===== src/rtl/seg_pkg.sv =====
// Shared types and constants for the seven-segment scan controller.
package seg_pkg;

   typedef enum logic [1:0] {
      ST_IDLE  = 2'd0,
      ST_BLANK = 2'd1,
      ST_ON    = 2'd2
   } seg_state_e;

   localparam logic [3:0] DIG_A = 4'h1;
   localparam logic [3:0] DIG_B = 4'h2;
   localparam logic [3:0] DIG_C = 4'h4;
   localparam logic [3:0] DIG_D = 4'h8;

   localparam logic [3:0] SEG_BLANK_CODE = 4'hF;
   localparam logic [3:0] AN_OFF         = 4'hF;

   function automatic int max_int(input int a, input int b);
      return (a > b) ? a : b;
   endfunction

endpackage


===== src/rtl/seg_next_digit.sv =====
// Picks the next enabled digit above the current one (wrapping 8 -> 1); an all-zero
// select searches from digit 0, so the same block serves the idle-to-scan start.
module seg_next_digit
   import seg_pkg::*;
(
   input  logic [3:0] select,
   input  logic [3:0] digit_mask,
   output logic [3:0] next_select,
   output logic       wrap
);

   logic [1:0] cur_idx;
   logic [1:0] idx;
   logic       found;

   always_comb begin
      cur_idx = 2'd3;
      for (int i = 0; i < 4; i++) begin
         if (select[i]) cur_idx = 2'(i);
      end
      next_select = '0;
      found       = 1'b0;
      idx         = '0;
      for (int k = 1; k <= 4; k++) begin
         idx = cur_idx + k[1:0];
         if (!found && digit_mask[idx]) begin
            found       = 1'b1;
            next_select = DIG_A << idx;
         end
      end
      // Same digit counts as a wrap: a single-digit scan completes a frame every slot.
      wrap = (next_select <= select);
   end

endmodule


===== src/rtl/seg_scan_controller.sv =====
// Four-digit multiplexed display scanner: blank interval then on interval per digit slot.
// Optional duty control via brightness is built when SEG_PWM_EN is defined.
//
//   state    | meaning
//   ST_IDLE  | display off, waiting for run with a non-zero mask
//   ST_BLANK | new digit selected, mux and anodes off
//   ST_ON    | mux enabled, anode follows one cycle later
module seg_scan_controller
   import seg_pkg::*;
#(
   parameter int BLANK_CYCLES = 16,
   parameter int ON_CYCLES    = 4096
)
(
   input  logic       clk,
   input  logic       rst_n,
   input  logic       run,
   input  logic [3:0] digit_mask,
`ifdef SEG_PWM_EN
   input  logic [3:0] brightness,
`endif
   output logic [3:0] select,
   output logic       mux_enable,
   output logic [3:0] an_n,
   output logic       frame_tick
);

   localparam int CNT_W = $clog2(max_int(BLANK_CYCLES, ON_CYCLES) + 1);
   localparam logic [CNT_W-1:0] BLANK_LOAD = CNT_W'(BLANK_CYCLES - 1);
   localparam logic [CNT_W-1:0] ON_LOAD    = CNT_W'(ON_CYCLES - 1);

   seg_state_e       state_q, state_d;
   logic [CNT_W-1:0] cnt_q, cnt_d;
   logic [3:0]       select_q, select_d;
   logic             mux_en_q, mux_en_d;
   logic [3:0]       an_n_q, an_n_d;
   logic             frame_tick_q, frame_tick_d;
   logic [3:0]       nxt_sel;
   logic             nxt_wrap;
`ifdef SEG_PWM_EN
   logic [3:0]       bright_q, bright_d;
   int               pwm_limit;
`endif

   seg_next_digit u_next (
      .select      (select_q),
      .digit_mask  (digit_mask),
      .next_select (nxt_sel),
      .wrap        (nxt_wrap)
   );

   always_comb begin
      state_d      = state_q;
      cnt_d        = cnt_q;
      select_d     = select_q;
      mux_en_d     = mux_en_q;
      frame_tick_d = 1'b0;
      // Anode tracks the mux one cycle late, matching the mux output register.
      an_n_d       = mux_en_q ? ~select_q : AN_OFF;
`ifdef SEG_PWM_EN
      bright_d     = bright_q;
      pwm_limit    = (int'(bright_q) + 1) * (ON_CYCLES / 16);
`endif
      if (!run || digit_mask == 4'h0) begin
         state_d  = ST_IDLE;
         cnt_d    = '0;
         select_d = '0;
         mux_en_d = 1'b0;
      end else begin
         case (state_q)
            ST_IDLE: begin
               select_d = nxt_sel;
               cnt_d    = BLANK_LOAD;
               state_d  = ST_BLANK;
            end
            ST_BLANK: begin
               if (cnt_q == '0) begin
                  state_d  = ST_ON;
                  cnt_d    = ON_LOAD;
                  mux_en_d = 1'b1;
`ifdef SEG_PWM_EN
                  bright_d = brightness;
`endif
               end else begin
                  cnt_d = cnt_q - 1'b1;
               end
            end
            ST_ON: begin
               if (cnt_q == '0) begin
                  select_d     = nxt_sel;
                  frame_tick_d = nxt_wrap;
                  cnt_d        = BLANK_LOAD;
                  mux_en_d     = 1'b0;
                  state_d      = ST_BLANK;
               end else begin
                  cnt_d = cnt_q - 1'b1;
`ifdef SEG_PWM_EN
                  // Next cycle's elapsed count is ON_CYCLES - cnt_q; stay lit while below the limit.
                  mux_en_d = int'(cnt_q) > (ON_CYCLES - pwm_limit);
`else
                  mux_en_d = 1'b1;
`endif
               end
            end
            default: begin
               state_d  = ST_IDLE;
               select_d = '0;
               mux_en_d = 1'b0;
            end
         endcase
      end
   end

   always_ff @(posedge clk or negedge rst_n) begin
      if (!rst_n) begin
         state_q      <= ST_IDLE;
         cnt_q        <= '0;
         select_q     <= '0;
         mux_en_q     <= 1'b0;
         an_n_q       <= AN_OFF;
         frame_tick_q <= 1'b0;
`ifdef SEG_PWM_EN
         bright_q     <= 4'hF;
`endif
      end else begin
         state_q      <= state_d;
         cnt_q        <= cnt_d;
         select_q     <= select_d;
         mux_en_q     <= mux_en_d;
         an_n_q       <= an_n_d;
         frame_tick_q <= frame_tick_d;
`ifdef SEG_PWM_EN
         bright_q     <= bright_d;
`endif
      end
   end

   assign select     = select_q;
   assign mux_enable = mux_en_q;
   assign an_n       = an_n_q;
   assign frame_tick = frame_tick_q;

endmodule

===== config.mk =====
export PLATFORM = sky130hd
export DESIGN_NAME = seg_scan_controller
export DESIGN_NICKNAME = d
export VERILOG_FILES = /design/src/rtl/seg_pkg.sv /design/src/rtl/seg_next_digit.sv /design/src/rtl/seg_scan_controller.sv
export SDC_FILE = /design/constraint.sdc
export NUM_CORES = 1
export LEC_CHECK = 0
export BUFFER_PORTS_ARGS = -buffer_cell sky130_fd_sc_hd__buf_4
export CAP_MARGIN = 15
export CORE_UTILIZATION = 50
export CTS_CLUSTER_SIZE = 14
export DETAILED_ROUTE_END_ITERATION = 16
export PLACE_DENSITY = 0.69
export SLEW_MARGIN = 20
export SYNTH_ARGS = -nofsm -noshare
export SYNTH_HDL_FRONTEND = slang
export SYNTH_SLANG_ARGS = --single-unit

===== constraint.sdc =====
create_clock -name clk -period 7.2 [get_ports clk]
set_input_delay 0.72 -clock clk [delete_from_list [all_inputs] [get_ports clk]]
set_output_delay 0.72 -clock clk [all_outputs]
set_load 0.01 [all_outputs]

# Yosys cells after proc, flatten, opt, wreduce, memory -nomap -nowiden
# Index checks and enable logic that the tools add are counted.
[totals] reg_bits=25 in_bits=7 word_cells=79
[classes] addsub=4 order_cmp=5 n_eq_ne=6 n_shift=4 mux=38 bitwise=1 n_reduce_logical=15
[op_table] operator="$mux W13" count=3
[op_table] operator="$pmux W13 S3" count=1
[op_table] operator="$mux W4" count=7
[op_table] operator="$shl A1 B2 Y4 const A" count=4
[op_table] operator="$mux W2" count=7
[op_table] operator="$logic_not A13 Y1" count=1
[op_table] operator="$mux W1" count=13
[op_table] operator="$sub A13 B1 Y13 const B" count=1
[op_table] operator="$lt A2 B3 Y1 const B" count=4
[op_table] operator="$pmux W4 S3" count=1
[op_table] operator="$bmux W1 S2" count=4
[op_table] operator="$ne A3 B3 Y1 const B" count=2
[op_table] operator="$pmux W2 S3" count=1
[op_table] operator="$reduce_and A2 Y1" count=3
[op_table] operator="$add A2 B2 Y2 const B" count=2
[op_table] operator="$le A4 B4 Y1" count=1
[op_table] operator="$logic_not A1 Y1" count=4
[op_table] operator="$logic_not A4 Y1" count=1
[op_table] operator="$ne A2 B2 Y1 const B" count=2
[op_table] operator="$not A4 Y4" count=1
[op_table] operator="$reduce_bool A4 Y1" count=1
[op_table] operator="$logic_and A1 B1 Y1" count=3
[op_table] operator="$pmux W1 S3" count=1
[op_table] operator="$add A2 B1 Y2 const B" count=1
[op_table] operator="4 further kinds" count=4

# Depth between registers and ports, before layout
[depth] ltp_word=21 mapped_depth=15

# By module
# A second synthesis with hierarchy kept.
[unflattened] hier_cells=221 area_unflattened_um2=2045.7
[by_module_without_submodules] mod="seg_scan_controller" n_inst=1 cells_per_inst=157 area_per_inst_um2=1512.7 seq_area_each_um2=630.6
[by_module_without_submodules] mod="seg_next_digit" n_inst=1 cells_per_inst=64 area_per_inst_um2=533.0 seq_area_each_um2=0.0

# Worst setup path before layout
# OpenSTA, ideal clock, no wires.
[synth_timing] path_type="reg2reg" start="register select_q[2] (netlist: select[2])" end="register frame_tick_q (netlist: frame_tick)" arrival_time_ns=3.104 setup_slack_ns=4.024 stages_incl_launch_ff=15 n_path_buf=1 cell_sequence="dfrtp_1 -> buf_2 -> or3_4 -> ha_1 -> mux4_2 -> mux2_2 -> a211oi_2 -> nor2_1 -> ha_1 -> nor2b_1 -> o21ai_0 -> nand2b_1 -> a21oi_1 -> a41oi_1 -> nor2_1"
[synth_between] elab_chain_len=19 word_cells_on_any_way=34 classes_between="3 x add/sub; 1 x order compare; 4 x shift; 20 x mux; 6 x reduce/logical"
[synth_lines] element="start: declaration" line="seg_scan_controller.sv:34" text="logic [3:0] select_q, select_d;"
[synth_lines] element="start signal: assignment" line="seg_scan_controller.sv:128" text="select_q <= select_d;"
[synth_lines] element="$mux W2 (2 in a row)" line="seg_next_digit.sv:19" text="if (select[i]) cur_idx = 2'(i);"
[synth_lines] element="$add A2 B1 Y2" line="seg_next_digit.sv:25" text="idx = cur_idx + k[1:0];"
[synth_lines] element="$bmux W1 S2" line="seg_next_digit.sv:26" text="if (!found && digit_mask[idx]) begin"
[synth_lines] element="$mux W1 (not written as such)" line="seg_next_digit.sv:26"
[synth_lines] element="$mux W1" line="seg_next_digit.sv:26"
[synth_lines] element="$logic_not A1 Y1" line="seg_next_digit.sv:26"
[synth_lines] element="$logic_and A1 B1 Y1" line="seg_next_digit.sv:26"
[synth_lines] element="$mux W1" line="seg_next_digit.sv:26"
[synth_lines] element="[3 not listed]"
[synth_lines] element="$logic_not A1 Y1" line="seg_next_digit.sv:26"
[synth_lines] element="$logic_and A1 B1 Y1" line="seg_next_digit.sv:26"
[synth_lines] element="$mux W4" line="seg_next_digit.sv:26"
[synth_lines] element="$le A4 B4 Y1 *" line="seg_next_digit.sv:32" text="wrap = (next_select <= select);"
[synth_lines] element="$mux W1 *" line="seg_scan_controller.sv:89" text="if (cnt_q == '0) begin"
[synth_lines] element="$mux W1 *" line="seg_scan_controller.sv:70" text="case (state_q)"
[synth_lines] element="$mux W1 *" line="seg_scan_controller.sv:64" text="if (!run || digit_mask == 4'h0) begin"
[synth_lines] element="net frame_tick_d" line="seg_scan_controller.sv:37" text="logic frame_tick_q, frame_tick_d;"
[synth_lines] element="end signal: assignment" line="seg_scan_controller.sv:131" text="frame_tick_q <= frame_tick_d;"
[synth_lines] element="end: declaration" line="seg_scan_controller.sv:37"
# The timed path passes the listed nets; every way through them passes the cells marked *. The select of a mux whose other input is x is not followed.
# A chain may end at the register's enable or synchronous reset.

# Worst setup path in the final report
# Ends and elaborated chain as after synthesis.

==> impl_summary.md <==
Outcome
The run finished with clean final reports.

Min path
The path class of the tightest hold or removal check is primary input to asynchronous set/reset pin.

Timing
The number of setup violations in the final report is 0. The accumulated negative setup slack is 0 ns. The number of max-slew violations in the final report was 0. Setup repair after global routing left no endpoint under its margin. Measured against its own limit, the worst slew margin works out to 43.0%. The worst hold-check slack is 0.331 ns. On the final layout, the worst clock skew is 0.00467 ns.

At the pin with the least slew margin, the transition time is 0.845 ns. The highest achievable clock rate is 295 MHz. The hold violation count in the final report is 0. The minimum clock period is 3.39 ns. The ratio of final minimum period to clock period is 47.1%.

Routing
The detailed router's first-iteration violation count is 111. The average wire per standard cell is 15.8 microns. The DRC violations left is 0. In the routed layout, each cell is associated on average with a via count of 6.08. The total via count in the routed design is 1,654. The total routed wirelength is 4310 microns. The first-pass iteration count of the detailed router is 5. The detail route stage leaves a number of antenna-violating nets equal to 0.

Logic synthesis
The synthesized netlist contains 53 unique library cells. The total number of yosys warnings is 0. The number of flops mapped to enable cells by yosys is 0. After synthesis, the cell types taking the most area are sky130_fd_sc_hd__dfrtp_1, sky130_fd_sc_hd__ha_1, sky130_fd_sc_hd__dfstp_2.

The number of nets in the synthesized netlist is 236. The dominant register cell in the synthesized netlist is sky130_fd_sc_hd__dfrtp_1. The cell type contributing the most total cell area after synthesis is sky130_fd_sc_hd__dfrtp_1. After synthesis, the mean cell area works out to 8.80 sq um. The area share of the largest cell type after synthesis is 27.9%. The synthesized cell area is 0.00188 sq mm. Synthesis produced a netlist whose cell count is 214.

Of the synthesized area, sequential elements account for 33.5%. Counting instances in the post-synthesis netlist gives the leading cell types as sky130_fd_sc_hd__nor2_1, sky130_fd_sc_hd__dfrtp_1, sky130_fd_sc_hd__nand2_1. The synthesized design contains 25 register bits.

After synthesis, the share of flip-flops with an asynchronous set or reset is 100%. The most common cell in the synthesized netlist is sky130_fd_sc_hd__nor2_1.

Setup path
The arrival time of the worst setup path is 3.59 ns. The delay of the slowest critical-path stage is 0.52 ns. The number of cells on the worst reg-to-reg path is 13. For the worst setup path, the data required time is 7.40 ns. The signal on the critical path passes through or3_4, ha_1, mux4_2, mux2_2, a211oi_2, nor2_1, ha_1, nor2b_1, o21ai_0, nand2b_1, a21oi_1, a41oi_1, nor2_1. The cell depth of the worst setup path is 13.

The start of the worst register-to-register path is select[2]. Of all nets on the critical path, the largest fanout is 11. The worst setup path is of the flip-flop to flip-flop kind. The worst setup path is launched from a flip-flop. The slowest stage cell on the critical path is sky130_fd_sc_hd__dfrtp_1.

The combined buffer and inverter count along the critical path is 0. The capture instance of the worst register-to-register path is frame_tick. Among cell families on the critical path, the largest total delay comes from simple AND/OR/NAND/NOR gates. Across all register-to-register paths, the minimum setup slack is 3.81 ns. STA classifies the critical path endpoint as a flip-flop.

CTS
The tree is rooted in a sky130_fd_sc_hd__clkbuf_8. The number of gates resized after cts is 0. The maximum level of the CTS H-tree is 1. The clock reaches the later pin of the worst-skew pair after 0.27 ns.

The clock net sink count is 25. The number of buffers created by CTS is 3. TritonCTS built the clock tree.

After clock tree synthesis, the setup repair step added 0 buffers. The maximum clock path buffer count is 2. The number of hold buffers added after CTS is 0. Clock-pin slew was measured on the worst setup and hold paths at 0.09 ns.

Floorplanning
The die covers 0.00402 sq mm. The die is 63.4 microns wide. The initial utilization of the core area, before any placement, comes to 54.3%. For this design the top-level I/O count stands at 17.

The height of the die is 63.4 microns. The floorplan core area is 0.00347 sq mm. In this run the core area contains 21 standard-cell rows.

Layout
The number of antenna cells inserted is 0. The post-route netlist has 18.1% of its cells at a drive strength greater than 1. The layout overhead on the synthesized area is 10.4%. The final layout contains 249 nets.

The fill cell total of the finished layout is 317. In the final layout, the multi-input gates occupy 0.00117 sq mm. The core utilization of the finished layout is 60.0%. In the final layout, flip-flops and latches occupy 631 sq um. Leaving out filler cells and counting taps, the final layout contains 272.

Power and ir drop
Dividing total power by cell area gives a power density of 424 mW/mm^2. IR analysis of the VDD net gives a maximum drop of 0.212 mV. The power consumption is 0.000882 W. The leakage power figure is 0.916 nW.

Global route
The first-pass GRT wire length is 7350 microns. Summed over all layers, the global routing overflow is 0. The overall fraction of global-route tracks in use is 23.0%. The via count of the first global-routing pass came to 1,515. The number of antenna violations at the first check in global routing was 0.

The pin count of the biggest net entering global routing is 26.

Place
The total half-perimeter wirelength after legalization and detailed placement is 3170 microns. The instance count after placement with tap cells included is 268. The number of buffers inserted by port buffering is 16. The routability congestion estimate is 0.833.

Job
Across the run, the number of max-cap violations was 0.
## where the power goes
group | leakage [nW] | total, W | internal (W) | switching [W]
clock | 0.0217 | 0.0000842 | 0.0000392 | 0.0000450
combinational | 0.567 | 0.000587 | 0.000251 | 0.000336
sequential | 0.327 | 0.000211 | 0.000168 | 0.0000432
## metrics by stage
stage | cell area [sq um] | setup WS [ns]
3_3_place_gp | 2030 | 3.94
2_1_floorplan | 1880 | 4.02
5_1_grt | 2080 | 3.67
6_report | 2080 | 3.81
3_5_place_dp | 2030 | 3.89
4_1_cts | 2080 | 3.85
## state kept, by name, indices dropped and copies added, names as in the netlist
| name | flops |
|---|---|
| cnt_q | 13 |
| an_n | 4 |
| select | 4 |
| state_q | 2 |
| frame_tick | 1 |
| mux_enable | 1 |
## routing by layer
| metal | track usage [%] | vias to the layer above | wire length [microns] |
|---|---|---|---|
| li1 | - | 809 | - |
| met2 | 35.9 | 42 | 1960 |
| met5 | 0 | - | 0 |
| met4 | 5.40 | 0 | 46 |
| met1 | 33.0 | 797 | 2130 |
| met3 | 3.80 | 6 | 161 |
## cells in the final DEF (no fill, tap or decap), drive strengths merged, types with 3 or more instances in the layout
master / n
nor2b: 3
ha: 15
nor2: 22
nor3: 6
o31ai: 9
o21ai: 19
and3: 3
nor4b: 3
a21oi: 11
inv: 11
dfrtp: 21
buf: 17
nor3b: 4
nand3: 5
mux2: 3
clkbuf: 3
or3: 4
a211oi: 6
nor4: 4
dfstp: 4
nand2: 20
## logic make-up after synthesis
kind of cell               after synthesis  synth area share [%]
muxes                                    5                  3.52
xor gates and xnor gates                 2                 0.930
DFF                                     25                  33.5
AOI/OAI and AO/OA                       61                  23.3
and+or+nand+nor                         86                  24.7
adders and majority gates               15                  9.97
buffers and inverters                   20                  4.19
## worst max path at each step
stage          slack [ns]      start    endpoint
2_1_floorplan        4.02  select[2]  frame_tick
3_3_place_gp         3.94  select[2]  frame_tick
3_5_place_dp         3.89  select[2]  frame_tick
4_1_cts              3.85  select[2]  frame_tick
5_1_grt              3.67  select[2]  frame_tick
6_report             3.81  select[2]  frame_tick
## cell type report
class | instances | area share (%)
multi-input combinational | 169 | 56.4
sequential | 25 | 30.3
timing repair buffer | 17 | 6.14
tap | 46 | 2.77
clock buffer | 3 | 1.99
inverter | 11 | 1.99
clock inverter | 1 | 0.361
(Power assumes the default switching activity.)
